File: src/rtl/imem_boot_loader.sv
// Boot loader: assembles a length-prefixed, XOR-checksummed UART byte stream into
// little-endian words, writes them to instruction memory and releases the core on success.
module imem_boot_loader #(
  parameter int ADDR_W    = 10,
  parameter int MAX_WORDS = 1024
) (
  input  logic              clk,
  input  logic              rst,
  input  logic [7:0]        rx_data,
  input  logic              rx_valid,
  output logic              imem_we,
  output logic [ADDR_W-1:0] imem_addr,
  output logic [31:0]       imem_wdata,
  output logic              cpu_rst,
  output logic              load_done,
  output logic              load_err,
  output logic              busy
);

  typedef enum logic [2:0] {S_LEN, S_DATA, S_SUM, S_DONE, S_ERR} state_t;

  state_t            state, state_nx;
  logic [1:0]        byte_cnt;
  logic [ADDR_W:0]   word_cnt;
  logic [ADDR_W:0]   len;
  logic [31:0]       shreg;
  logic [7:0]        csum;
  logic              seen_byte;

  logic [31:0]       shifted;
  logic [ADDR_W:0]   word_cnt_inc;
  logic              last_byte;
  logic              last_word;

  // Bytes enter at the top so the first byte of a word ends up in [7:0].
  assign shifted      = {rx_data, shreg[31:8]};
  assign word_cnt_inc = word_cnt + (ADDR_W+1)'(1);
  assign last_byte    = (byte_cnt == 2'd3);
  assign last_word    = (word_cnt_inc == len);

  always_comb begin
    state_nx = state;
    case (state)
      S_LEN: begin
        if (rx_valid && last_byte) begin
          if (shifted == 32'd0)                 state_nx = S_SUM;
          else if (shifted > 32'(MAX_WORDS))    state_nx = S_ERR;
          else                                  state_nx = S_DATA;
        end
      end
      S_DATA: if (rx_valid && last_byte && last_word) state_nx = S_SUM;
      S_SUM:  if (rx_valid) state_nx = (rx_data == csum) ? S_DONE : S_ERR;
      default: state_nx = state;
    endcase
  end

  always_ff @(posedge clk) begin
    if (rst) begin
      state      <= S_LEN;
      byte_cnt   <= 2'd0;
      word_cnt   <= '0;
      len        <= '0;
      shreg      <= 32'd0;
      csum       <= 8'd0;
      seen_byte  <= 1'b0;
      imem_we    <= 1'b0;
      imem_addr  <= '0;
      imem_wdata <= 32'd0;
    end else begin
      state   <= state_nx;
      imem_we <= 1'b0;
      if (rx_valid && (state == S_LEN || state == S_DATA || state == S_SUM))
        seen_byte <= 1'b1;
      if (rx_valid && (state == S_LEN || state == S_DATA)) begin
        shreg    <= shifted;
        byte_cnt <= byte_cnt + 2'd1;
      end
      // Only the low bits are kept: anything larger is rejected before use.
      if (rx_valid && state == S_LEN && last_byte)
        len <= shifted[ADDR_W:0];
      if (rx_valid && state == S_DATA) begin
        csum <= csum ^ rx_data;
        if (last_byte) begin
          imem_we    <= 1'b1;
          imem_addr  <= word_cnt[ADDR_W-1:0];
          imem_wdata <= shifted;
          word_cnt   <= word_cnt_inc;
        end
      end
    end
  end

  assign load_done = (state == S_DONE);
  assign load_err  = (state == S_ERR);
  assign cpu_rst   = (state != S_DONE);
  assign busy      = seen_byte && (state == S_LEN || state == S_DATA || state == S_SUM);

endmodule

File: config.mk
export PLATFORM = sky130hd
export DESIGN_NAME = imem_boot_loader
export DESIGN_NICKNAME = d
export VERILOG_FILES = /design/src/rtl/imem_boot_loader.sv
export SDC_FILE = /design/constraint.sdc
export NUM_CORES = 1
export LEC_CHECK = 0
export CORE_MARGIN = 8
export CORE_UTILIZATION = 25
export CTS_CLUSTER_SIZE = 8
export DETAILED_ROUTE_END_ITERATION = 6
export GPL_TIMING_DRIVEN = 0
export MAX_ROUTING_LAYER = met4
export SYNTH_ARGS = -nofsm -noshare
export SYNTH_HDL_FRONTEND = slang
export SYNTH_SLANG_ARGS = --single-unit
File: constraint.sdc
create_clock -name clk -period 3.5 [get_ports clk]
set_clock_uncertainty 0.05 [all_clocks]
set_input_delay 0.875 -clock clk [delete_from_list [all_inputs] [get_ports clk]]
set_output_delay 0.875 -clock clk [all_outputs]
set_load 0.05 [all_outputs]
# --- Word-level counts from Yosys, hierarchy flattened ---
# Cells that the tools add are included.
classes:
  addsub: 2
  n_lt_le_gt_ge: 1
  eq_ne: 11
  mux: 8
  n_bitwise: 2
  n_reduce_logical: 16
ops:
  columns: ["op", "n"]
  rows:
  - ["32-bit by 11-bit greater-than comparator with 1-bit output, second input constant", 1]
  - ["32-bit logical NOT", 1]
  - ["3-bit 2-to-1 mux", 6]
  - ["11-bit by 1-bit adder with 11-bit output, second input constant", 1]
  - ["11-bit == test", 1]
  - ["3-bit one-hot mux with 3 select lines", 1]
  - ["8-bit == test", 1]
  - ["1-bit logical AND", 8]
  - ["8-bit bitwise XOR", 1]
  - ["3-bit by 2-bit == test with 1-bit output, second input constant", 2]
  - ["2-bit inequality test, second input constant", 3]
  - ["4-bit AND reduction", 1]
  - ["3-bit by 1-bit == test with 1-bit output, second input constant", 1]
  - ["3-bit == test, second input constant", 1]
  - ["3-bit logical NOT", 1]
  - ["3-bit by 2-bit inequality test with 1-bit output, second input constant", 1]
  - ["3-bit nonzero test", 1]
  - ["2-bit by 1-bit adder with 2-bit output, second input constant", 1]
  - ["2-bit == test, second input constant", 1]
  - ["1-bit logical OR", 2]
  - ["2-bit AND reduction", 1]
  - ["2-bit OR reduction", 1]
  - ["1-bit 2-to-1 mux", 1]
  - ["1-bit inverter", 1]
totals:
  ff_bits: 111
  inputBits: 11
  out_inout_bits: 47
  word_cells: 50

# --- Logic depth before layout (Yosys ltp) ---
# Gate-level depths: netlist (run 1).
logic_depth:
  depth_word: 5
  mapped_depth: 9
  mapped_depth_nobuf: 7

# --- Worst setup path after synthesis (run 1) ---
# No wires, ideal clock.
synth_timing:
  path_type: "reg-to-output"
  from: "register state[1]"
  to: "output port load_err"
  arrival_time_ns: 1.685
  required_time_ns: 2.575
  path_slack_ns: 0.890
  path_stages_with_launch: 3
  n_path_buf: 1
  cell_sequence: "dfxtp_1 -> clkbuf_1 -> nor3b_1"
synth_between:
  elab_chain_len: 1
synth_lines:
  columns: ["item", "line", "text"]
  rows:
  - ["start: declaration", "22", "state_t state, state_nx;"]
  - ["start signal: assignment", "70", "state <= state_nx;"]
  - ["3-bit == test", "94", "assign load_err = (state == S_ERR);"]
  - ["end: declaration", "16", "output logic load_err,"]
# Every way passes these cells.

# --- Worst setup path in the final report (run 1) ---
layout_timing:
  from: "register state[1]"
  to: "output port load_done"
layout_between:
  elab_chain_len: 1
layout_lines:
  columns: ["item", "line", "text"]
  rows:
  - ["3-bit by 2-bit == test with 1-bit output", "93", "assign load_done = (state == S_DONE);"]
  - ["end: declaration", "15", "output logic load_done,"]
# Every way passes these cells.

==> results.toml, run 1 <==
[run_status]
status = "completed"

[worst_setup_path]
cp_slowest_cell = "clkdlybuf4s50_1"
crit_buf_inv = 3
crit_family = "buffers and inverters"
endpoint_kind = "output port"
slowest_delay_ns = 0.79
worstPathRequired_ns = 2.57
criticalPathCategory = "flip-flop to output port"
rrSetupSlack_ns = 1.07
r2r_cells = 9
startpoint_type = "flip-flop"
r2r-start = "word_cnt[0]"
cp_cell_sequence = "clkbuf_1, nand2_1, or2_2, inv_1, clkdlybuf4s50_1"
worst-path-max-fanout = 10
r2r-end = "state[0]"
critPathArrivalTime_ns = 2.35

[die]
dieArea_um2 = 22100
fp-row-count = 48
io_pins = 58
chipWidth_um = 148.7
die_h_um = 148.7
core_area_um2 = 17240
initial_core_util_pct = 25.53

[route]
drc = 0
drt-total-wl_mm = 12.06
vias_per_cell = 4.590
wire_per_inst_um = 14.26
antenna_left = 0
dr.first_iter.drc_count = 314
drtPass1Iterations = 5
dr_total_vias = 3883

[flow_run]
maxCapViolations = 0

[timing]
fin_tns_setup_ns = 0
hold_viol_final = 0
setup_violations = 0
rsz0062_at_grt = "no"
fmax_mhz = 305.8
fin_crit_sh_pct = 93.44
relSlewSlack_pct = 61.72
tightest_slew_ns = 0.5742
min_period_ns = 3.270
slew_viol_final = 0

[logic_synthesis]
yosysSeqAreaShare_pct = 46.86
synth.largest_area_cell = "dfxtp_1"
synth.avg_cell_area_um2 = 8.001
synth.distinct_cells = 45
synth_edf_count = 0
ys_ff_latch = 103
synth_fp_nets = 563
yosys_warnings = 0
synth_cells = 550
synth.area.top_cells = "dfxtp_1 47%, nand2_1 13%, a21oi_1 8.6%"
synth_top_area_share_pct = 46.86
ys.flop_type = "dfxtp_1"
syn_area_um2 = 4400
postSynth.asyncResetShare_pct = 0

[power]
power_leakage_uw = 0.001951
max-vdd-ir-drop_v = 0.0002928
finalPower_uw = 2326
p_per_area_nw_per_um2 = 420.6

[cts]
postCtsHoldBufs = 0
cts_tree = "built"
cts_resized = 0
clock_latency_ns = 0.35
clk_path_buf_depth = 2
clock_sink_count = 103
clock_tree.htree_level_count = 3
cts_buffers = 9
clk_pin_slew_worst_paths_ns = 0.07
cts-root-buf = "clkbuf_16"
postCtsSetupRepairBufs = 0

[cells_and_area]
areaGrowthSynthToFinish_pct = 25.70
drive_gt1_share_pct = 5.958
finish.instance_area_um2 = 5532
final_common_cell = "nand2_1"
antennaDiodeCount = 0
final_nets = 631
final_cell_mix = "153 x nand2_1, 103 x dfxtp_1, 76 x a21oi_1"

[place]
detailed_place.area_um2 = 5253
io_buffer_count = 57
dp.final_hpwl_mm = 8.735
gp_congestion = 0.8372

[hold_path]
hold_start = "imem_wdata[30]"
hp-class = "flip-flop to flip-flop"
whs_path_depth = 2
hold_end = "imem_wdata[30]"

[global_routing]
grt_overflow = 0
grt.total_usage_pct = 11.29
antenna_found_initial = 0
grt_max_degree = 16
grt_pass1_wl_mm = 19.37
first_global_vias = 3640
-- kinds of logic after synthesis --
logic type,Yosys count,synth area share [%]
AOI/OAI and AO/OA,98,12.40
xor gates and xnor gates,35,6.966
adders and majority gates,2,0.5686
buffers and inverters,43,4.492
DFF,103,46.86
muxes,12,2.730
and+or+nand+nor,257,25.99
-- metrics by stage --
stage | hold WS, ns | cells | setup slack, ns | utilization [%]
after floorplan | 0.3830 | 550 | 0.8901 | -
after global placement | 0.3943 | 832 | 0.2911 | 30.47
after detailed placement | 0.3956 | 832 | 0.2637 | 30.47
after CTS | 0.4056 | 846 | 0.2065 | 32.09
after global routing | 0.4219 | 846 | 0.1129 | 32.09
final | 0.4018 | 846 | 0.2297 | 32.09
-- synth_stat cells, types with 4 or more instances --
master	count
nand2_1	153
dfxtp_1	103
a21oi_1	76
nor2_1	43
clkbuf_1	23
xnor2_1	18
xor2_1	17
buf_2	14
mux2i_1	12
nor4_1	10
nand3_1	9
nand4_1	7
o21ai_0	7
nor3_1	6
and3_1	5
a211oi_1	4
or3_1	4
-- metal layers --
layer / routed length (µm) / up-vias / GRT usage, %
met5: 0 / - / -
met4: 102 / 0 / 3.009
met3: 691 / 8 / 2.826
met2: 5740 / 97 / 18.02
met1: 5525 / 1814 / 13.93
li1: - / 1964 / -
-- layout make-up --
cell class | count | area, µm²
sequential | 103 | 2062
buffer | 40 | 186.4
tap | 225 | 281.5
timing repair buffer | 57 | 570.5
fill | 1837 | 11710
multi-input combinational | 404 | 2141
clock inverter | 3 | 46.29
inverter | 3 | 11.26
clock buffer | 11 | 232.7
-- worst max path at each step --
| stage | startpoint | end | slack (ns) | cells past startpoint |
|---|---|---|---|---|
| after detailed placement | rx_valid | word_cnt[1] | 0.26 | 9 |
| after floorplan | state[1] | load_err | 0.89 | 2 |
| after CTS | state[1] | load_done | 0.21 | 5 |
| final | state[1] | load_done | 0.23 | 5 |
| after global routing | state[1] | load_done | 0.11 | 5 |
| after global placement | rx_valid | imem_addr[0] | 0.29 | 9 |
-- state kept, by name, summed over array words and instances, names as in the netlist --
signal and flops:
byte_cnt 2, shreg 24, word_cnt 11, seen_byte 1, state 3, imem_we 1
imem_addr 10, csum 8, len 11, imem_wdata 32
-- power breakdown --
group	internal, µW	switching [µW]	leakage, µW
registers	1190	19.2	0.000832
logic	50.7	90.6	0.000987
clock network	549	428	0.000132
total	1790	537	0.00195
-- tightest hold or removal path: stages (launching register included) --
cell and delay [ns]:
dfxtp_1 0.31, nand2_1 0.05, a21oi_1 0.05
Power figures use the tool's default switching activity.
==> run 2, diff against run 1 <==
Settings changed: CORE_UTILIZATION 25 to 59, PLACE_DENSITY set to 0.85, SKIP_CTS_REPAIR_TIMING set to 1.
==> run 2 against run 1 <==
Against the previous run:
- combinational power hardly changed
- first-iteration DRC count is 36% lower
- die area is 53% lower
- routed wire length is 7.1% lower
- clock power is 20% lower
- non-clock buffer count stayed put
- fmax is 0.64% lower
- power is 8.2% lower
- cell area is 4.1% lower
- sequential cell count stayed put
- register-to-register slack better by 0.04 ns
- critical endpoint unchanged
==> results.toml, run 2 (synthesized netlist as in run 1, its figures left out) <==
[cells_and_area]
top_regs = "imem_wdata: 32 flops, shreg: 24 flops"
areaGrowthSynthToFinish_pct = 20.59
drive_gt1_share_pct = 6.581
antennaDiodeCount = 0
regMostFlops = "imem_wdata"
final_cell_mix = "153 x nand2_1, 103 x dfxtp_1, 76 x a21oi_1"
largest_reg_flops = 32
final_nets = 631
final_common_cell = "nand2_1"

[cts]
clk_pin_slew_worst_paths_ns = 0.11
clock_sink_count = 103
clock_tree.htree_level_count = 3
clk_path_buf_depth = 2
clock_latency_ns = 0.36
cts-root-buf = "clkbuf_8"
cts_tree = "built"
cts_buffers = 9

[timing]
fin_tns_setup_ns = 0
whs_ns = 0.4108
slew_viol_final = 0
tightest_slew_ns = 0.5645
setup_violations = 0
rsz0062_at_grt = "no"
hold_viol_final = 0
fin_crit_sh_pct = 94.04
fmax_mhz = 303.8
relSlewSlack_pct = 62.37
min_period_ns = 3.292

[global_routing]
first_global_vias = 3973
globalRouteMet2Util_pct = 39.68
antenna_found_initial = 0
use_met1_pct = 25.59
grt.total_usage_pct = 22.85
grt_pass1_wl_mm = 18.56
grt_overflow = 0
grt.busiest_layer = "met2"
grt_max_degree = 20
grt_use_met3_pct = 3.134

[die]
core_area_um2 = 7253
fp-row-count = 31
dieArea_um2 = 10480
initial_core_util_pct = 60.67
chipWidth_um = 102.4
io_pins = 58
die_h_um = 102.4

[route]
wire_per_inst_um = 15.52
dr.first_iter.drc_count = 201
dr_total_vias = 4069
antenna_left = 0
vias_per_cell = 5.636
drt-total-wl_mm = 11.21
drc = 0
drtPass1Iterations = 4

[worst_setup_path]
startpoint_type = "flip-flop"
cp-endpoint = "load_done"
worst-path-max-fanout = 10
criticalPathCategory = "flip-flop to output port"
worstPathRequired_ns = 2.57
rrSetupSlack_ns = 1.11
r2r_cells = 9
r2r-start = "word_cnt[0]"
crit_start = "state[1]"
endpoint_kind = "output port"
critPathArrivalTime_ns = 2.37
r2r-end = "state[0]"

[place]
dp.final_hpwl_mm = 8.130
gp_congestion = 0.8414
io_buffer_count = 57

[hold_path]
hp-class = "flip-flop to flip-flop"

[run_status]
status = "completed"

[flow_run]
maxCapViolations = 0

[power]
power_leakage_uw = 0.001924
max-vdd-ir-drop_v = 0.0002733
p_per_area_nw_per_um2 = 402.3
run 2: metal layers:
layer	vias to the layer above	routed length [µm]
li1	1973	-
met1	1943	4752
met2	124	5620
met3	29	578
met4	0	257
met5	-	0
run 2: worst min-delay path by stage:
stage	endpoint	start	depth (start not counted)	slack [ns]
4_1_cts	imem_addr[6]	imem_addr[6]	2	0.41
2_1_floorplan	seen_byte	seen_byte	2	0.38
3_3_place_gp	imem_addr[5]	imem_addr[5]	2	0.39
6_report	imem_addr[6]	imem_addr[6]	2	0.41
3_5_place_dp	imem_addr[6]	imem_addr[6]	2	0.40
5_1_grt	imem_addr[6]	imem_addr[6]	2	0.43
run 2: cell type report:
cell class	count	area [µm²]
Buffer	40	186.4
Clock buffer	9	123.9
Clock inverter	7	87.58
Fill cell	579	1947
Inverter	3	11.26
Multi-Input combinational cell	404	2141
Sequential cell	103	2062
Tap cell	99	123.9
Timing Repair Buffer	57	570.5
run 2: power breakdown:
group / switching [µW] / internal, µW / total [µW]
logic: 89.2 / 50.7 / 140
clock network: 439 / 346 / 785
registers: 19.9 / 1190 / 1210
run 2: critical path: stages, from the launching register on:
cell,delay [ns]
dfxtp_1,0.39
clkbuf_1,0.35
nand2_1,0.11
or2_2,0.30
inv_1,0.06
clkdlybuf4s50_1,0.79
run 2: metrics by stage:
stage | util, % | instance area [µm²] | power [µW] | worst slack (ns) | std cells
2_1_floorplan | - | 4400 | 1321 | 0.8901 | 550
3_3_place_gp | 70.24 | 5095 | 1369 | 0.3578 | 706
3_5_place_dp | 70.24 | 5095 | 1373 | 0.3345 | 706
4_1_cts | 73.16 | 5306 | 2140 | 0.1935 | 722
5_1_grt | 73.16 | 5306 | 2212 | 0.08309 | 722
6_report | 73.16 | 5306 | 2135 | 0.2085 | 722
==> run 3, diff against run 2 <==
Settings changed: CTS_BUF_LIST set to sky130_fd_sc_hd__clkbuf_16.
==> run 3 against run 2 <==
Against the previous run:
- critical path depth stayed put
- largest cell class unchanged
- via count is 0.27% higher
- clock power is 34% higher
==> results.toml, run 3 (synthesized netlist as in run 1, its figures left out) <==
[die]
io_pins = 58
dieArea_um2 = 10480
initial_core_util_pct = 60.67
fp-row-count = 31
core_area_um2 = 7253
chipWidth_um = 102.4
die_h_um = 102.4

[cts]
cts_buffers = 9
clock_latency_ns = 0.35
clock_tree.htree_level_count = 3
cts-root-buf = "clkbuf_16"
clock_sink_count = 103
clk_path_buf_depth = 2
clk_pin_slew_worst_paths_ns = 0.08
cts_tree = "built"

[cells_and_area]
regMostFlops = "imem_wdata"
areaGrowthSynthToFinish_pct = 22.89
top_regs = "imem_wdata: 32 flops, shreg: 24 flops"
final_nets = 631
fin_cells = 722
drive_gt1_share_pct = 6.581
largest_reg_flops = 32
fillerInstances = 547
antennaDiodeCount = 0
final_cell_mix = "153 x nand2_1, 103 x dfxtp_1, 76 x a21oi_1"
final_common_cell = "nand2_1"

[global_routing]
grt.total_usage_pct = 23.48
first_global_vias = 3959
grt_max_degree = 20
antenna_found_initial = 0
grt_overflow = 0
grt_pass1_wl_mm = 18.92

[place]
io_buffer_count = 57
dp.cells = 706
dp.final_hpwl_mm = 8.130
gp_congestion = 0.8414
place_ws_ns = 0.3345

[timing]
min_period_ns = 3.278
fin_crit_sh_pct = 93.65
tightest_slew_ns = 0.5711
setup_violations = 0
fmax_mhz = 305.1
hold_viol_final = 0
relSlewSlack_pct = 61.93
slew_viol_final = 0
fin_ws_ns = 0.2222
rsz0062_at_grt = "no"
whs_ns = 0.4083
fin_tns_setup_ns = 0

[route]
dr_total_vias = 4080
dr.first_iter.drc_count = 263
wire_per_inst_um = 15.93
drt-total-wl_mm = 11.50
vias_per_cell = 5.651
antenna_left = 0
drc = 0
drtPass1Iterations = 5

[worst_setup_path]
criticalPathCategory = "flip-flop to output port"
crit_buf_inv = 3
cp_slowest_cell = "clkdlybuf4s50_1"
worst-path-max-fanout = 10
startpoint_type = "flip-flop"
cp_cell_sequence = "clkbuf_1, nand2_1, or2_2, inv_1, clkdlybuf4s50_1"
slowest_delay_ns = 0.79
worstPathRequired_ns = 2.57
endpoint_kind = "output port"
critPathArrivalTime_ns = 2.35
crit_family = "buffers and inverters"

[run_status]
status = "completed"

[flow_run]
maxCapViolations = 0

[hold_path]
hp-class = "flip-flop to flip-flop"

[power]
finalPower_uw = 2402
power_leakage_uw = 0.001970
max-vdd-ir-drop_v = 0.0002757
p_per_area_nw_per_um2 = 444.2
[run 3: layout make-up]
class	instances	area, µm²	area share (%)
Multi-Input combinational cell	404	2141	39.59
Sequential cell	103	2062	38.13
Timing Repair Buffer	57	570.5	10.55
Clock buffer	9	225.2	4.165
Buffer	40	186.4	3.447
Tap cell	99	123.9	2.291
Clock inverter	7	87.58	1.620
Inverter	3	11.26	0.2082
[run 3: routing by layer]
metal / GRT usage [%] / share of wire (%) / vias to the layer above
met3: 3.065 / 4.5 / 21
met5: - / 0 / -
met4: 9.819 / 1.5 / 0
met1: 26.30 / 42 / 1948
li1: - / - / 1985
met2: 41.03 / 52 / 126
[run 3: report_power, final]
| part | internal, µW | total (µW) | switching [µW] |
|---|---|---|---|
| clock network | 570 | 1050 | 481 |
| logic | 50.7 | 142 | 91.1 |
| registers | 1190 | 1210 | 19.6 |
| total | 1810 | 2400 | 592 |
[run 3: path summary, 6_finish.rpt]
| check | from | to | slack (ns) | cells after the start |
|---|---|---|---|---|
| max | state[1] | load_done | 0.22 | 5 |
| min reg2reg | imem_addr[8] | imem_addr[8] | 0.41 | 2 |
| max reg2reg | word_cnt[0] | state[0] | 1.08 | 9 |
| min | imem_addr[8] | imem_addr[8] | 0.41 | 2 |
[run 3: worst register-to-register path, cell delays in order (launching register included)]
cell and delay, ns:
dfxtp_1 0.50, ha_1 0.20, buf_2 0.19, nand3_1 0.11
or2_0 0.21, clkbuf_1 0.15, xnor2_1 0.15, a211oi_1 0.30
o2111ai_2 0.18, o211a_1 0.27
[run 3: stage by stage]
| stage | instance area, µm² | utilization, % |
|---|---|---|
| global placement | 5095 | 70.24 |
| CTS | 5408 | 74.56 |
| global route | 5408 | 74.56 |
| floorplan | 4400 | - |
| finish | 5408 | 74.56 |
| detailed placement | 5095 | 70.24 |
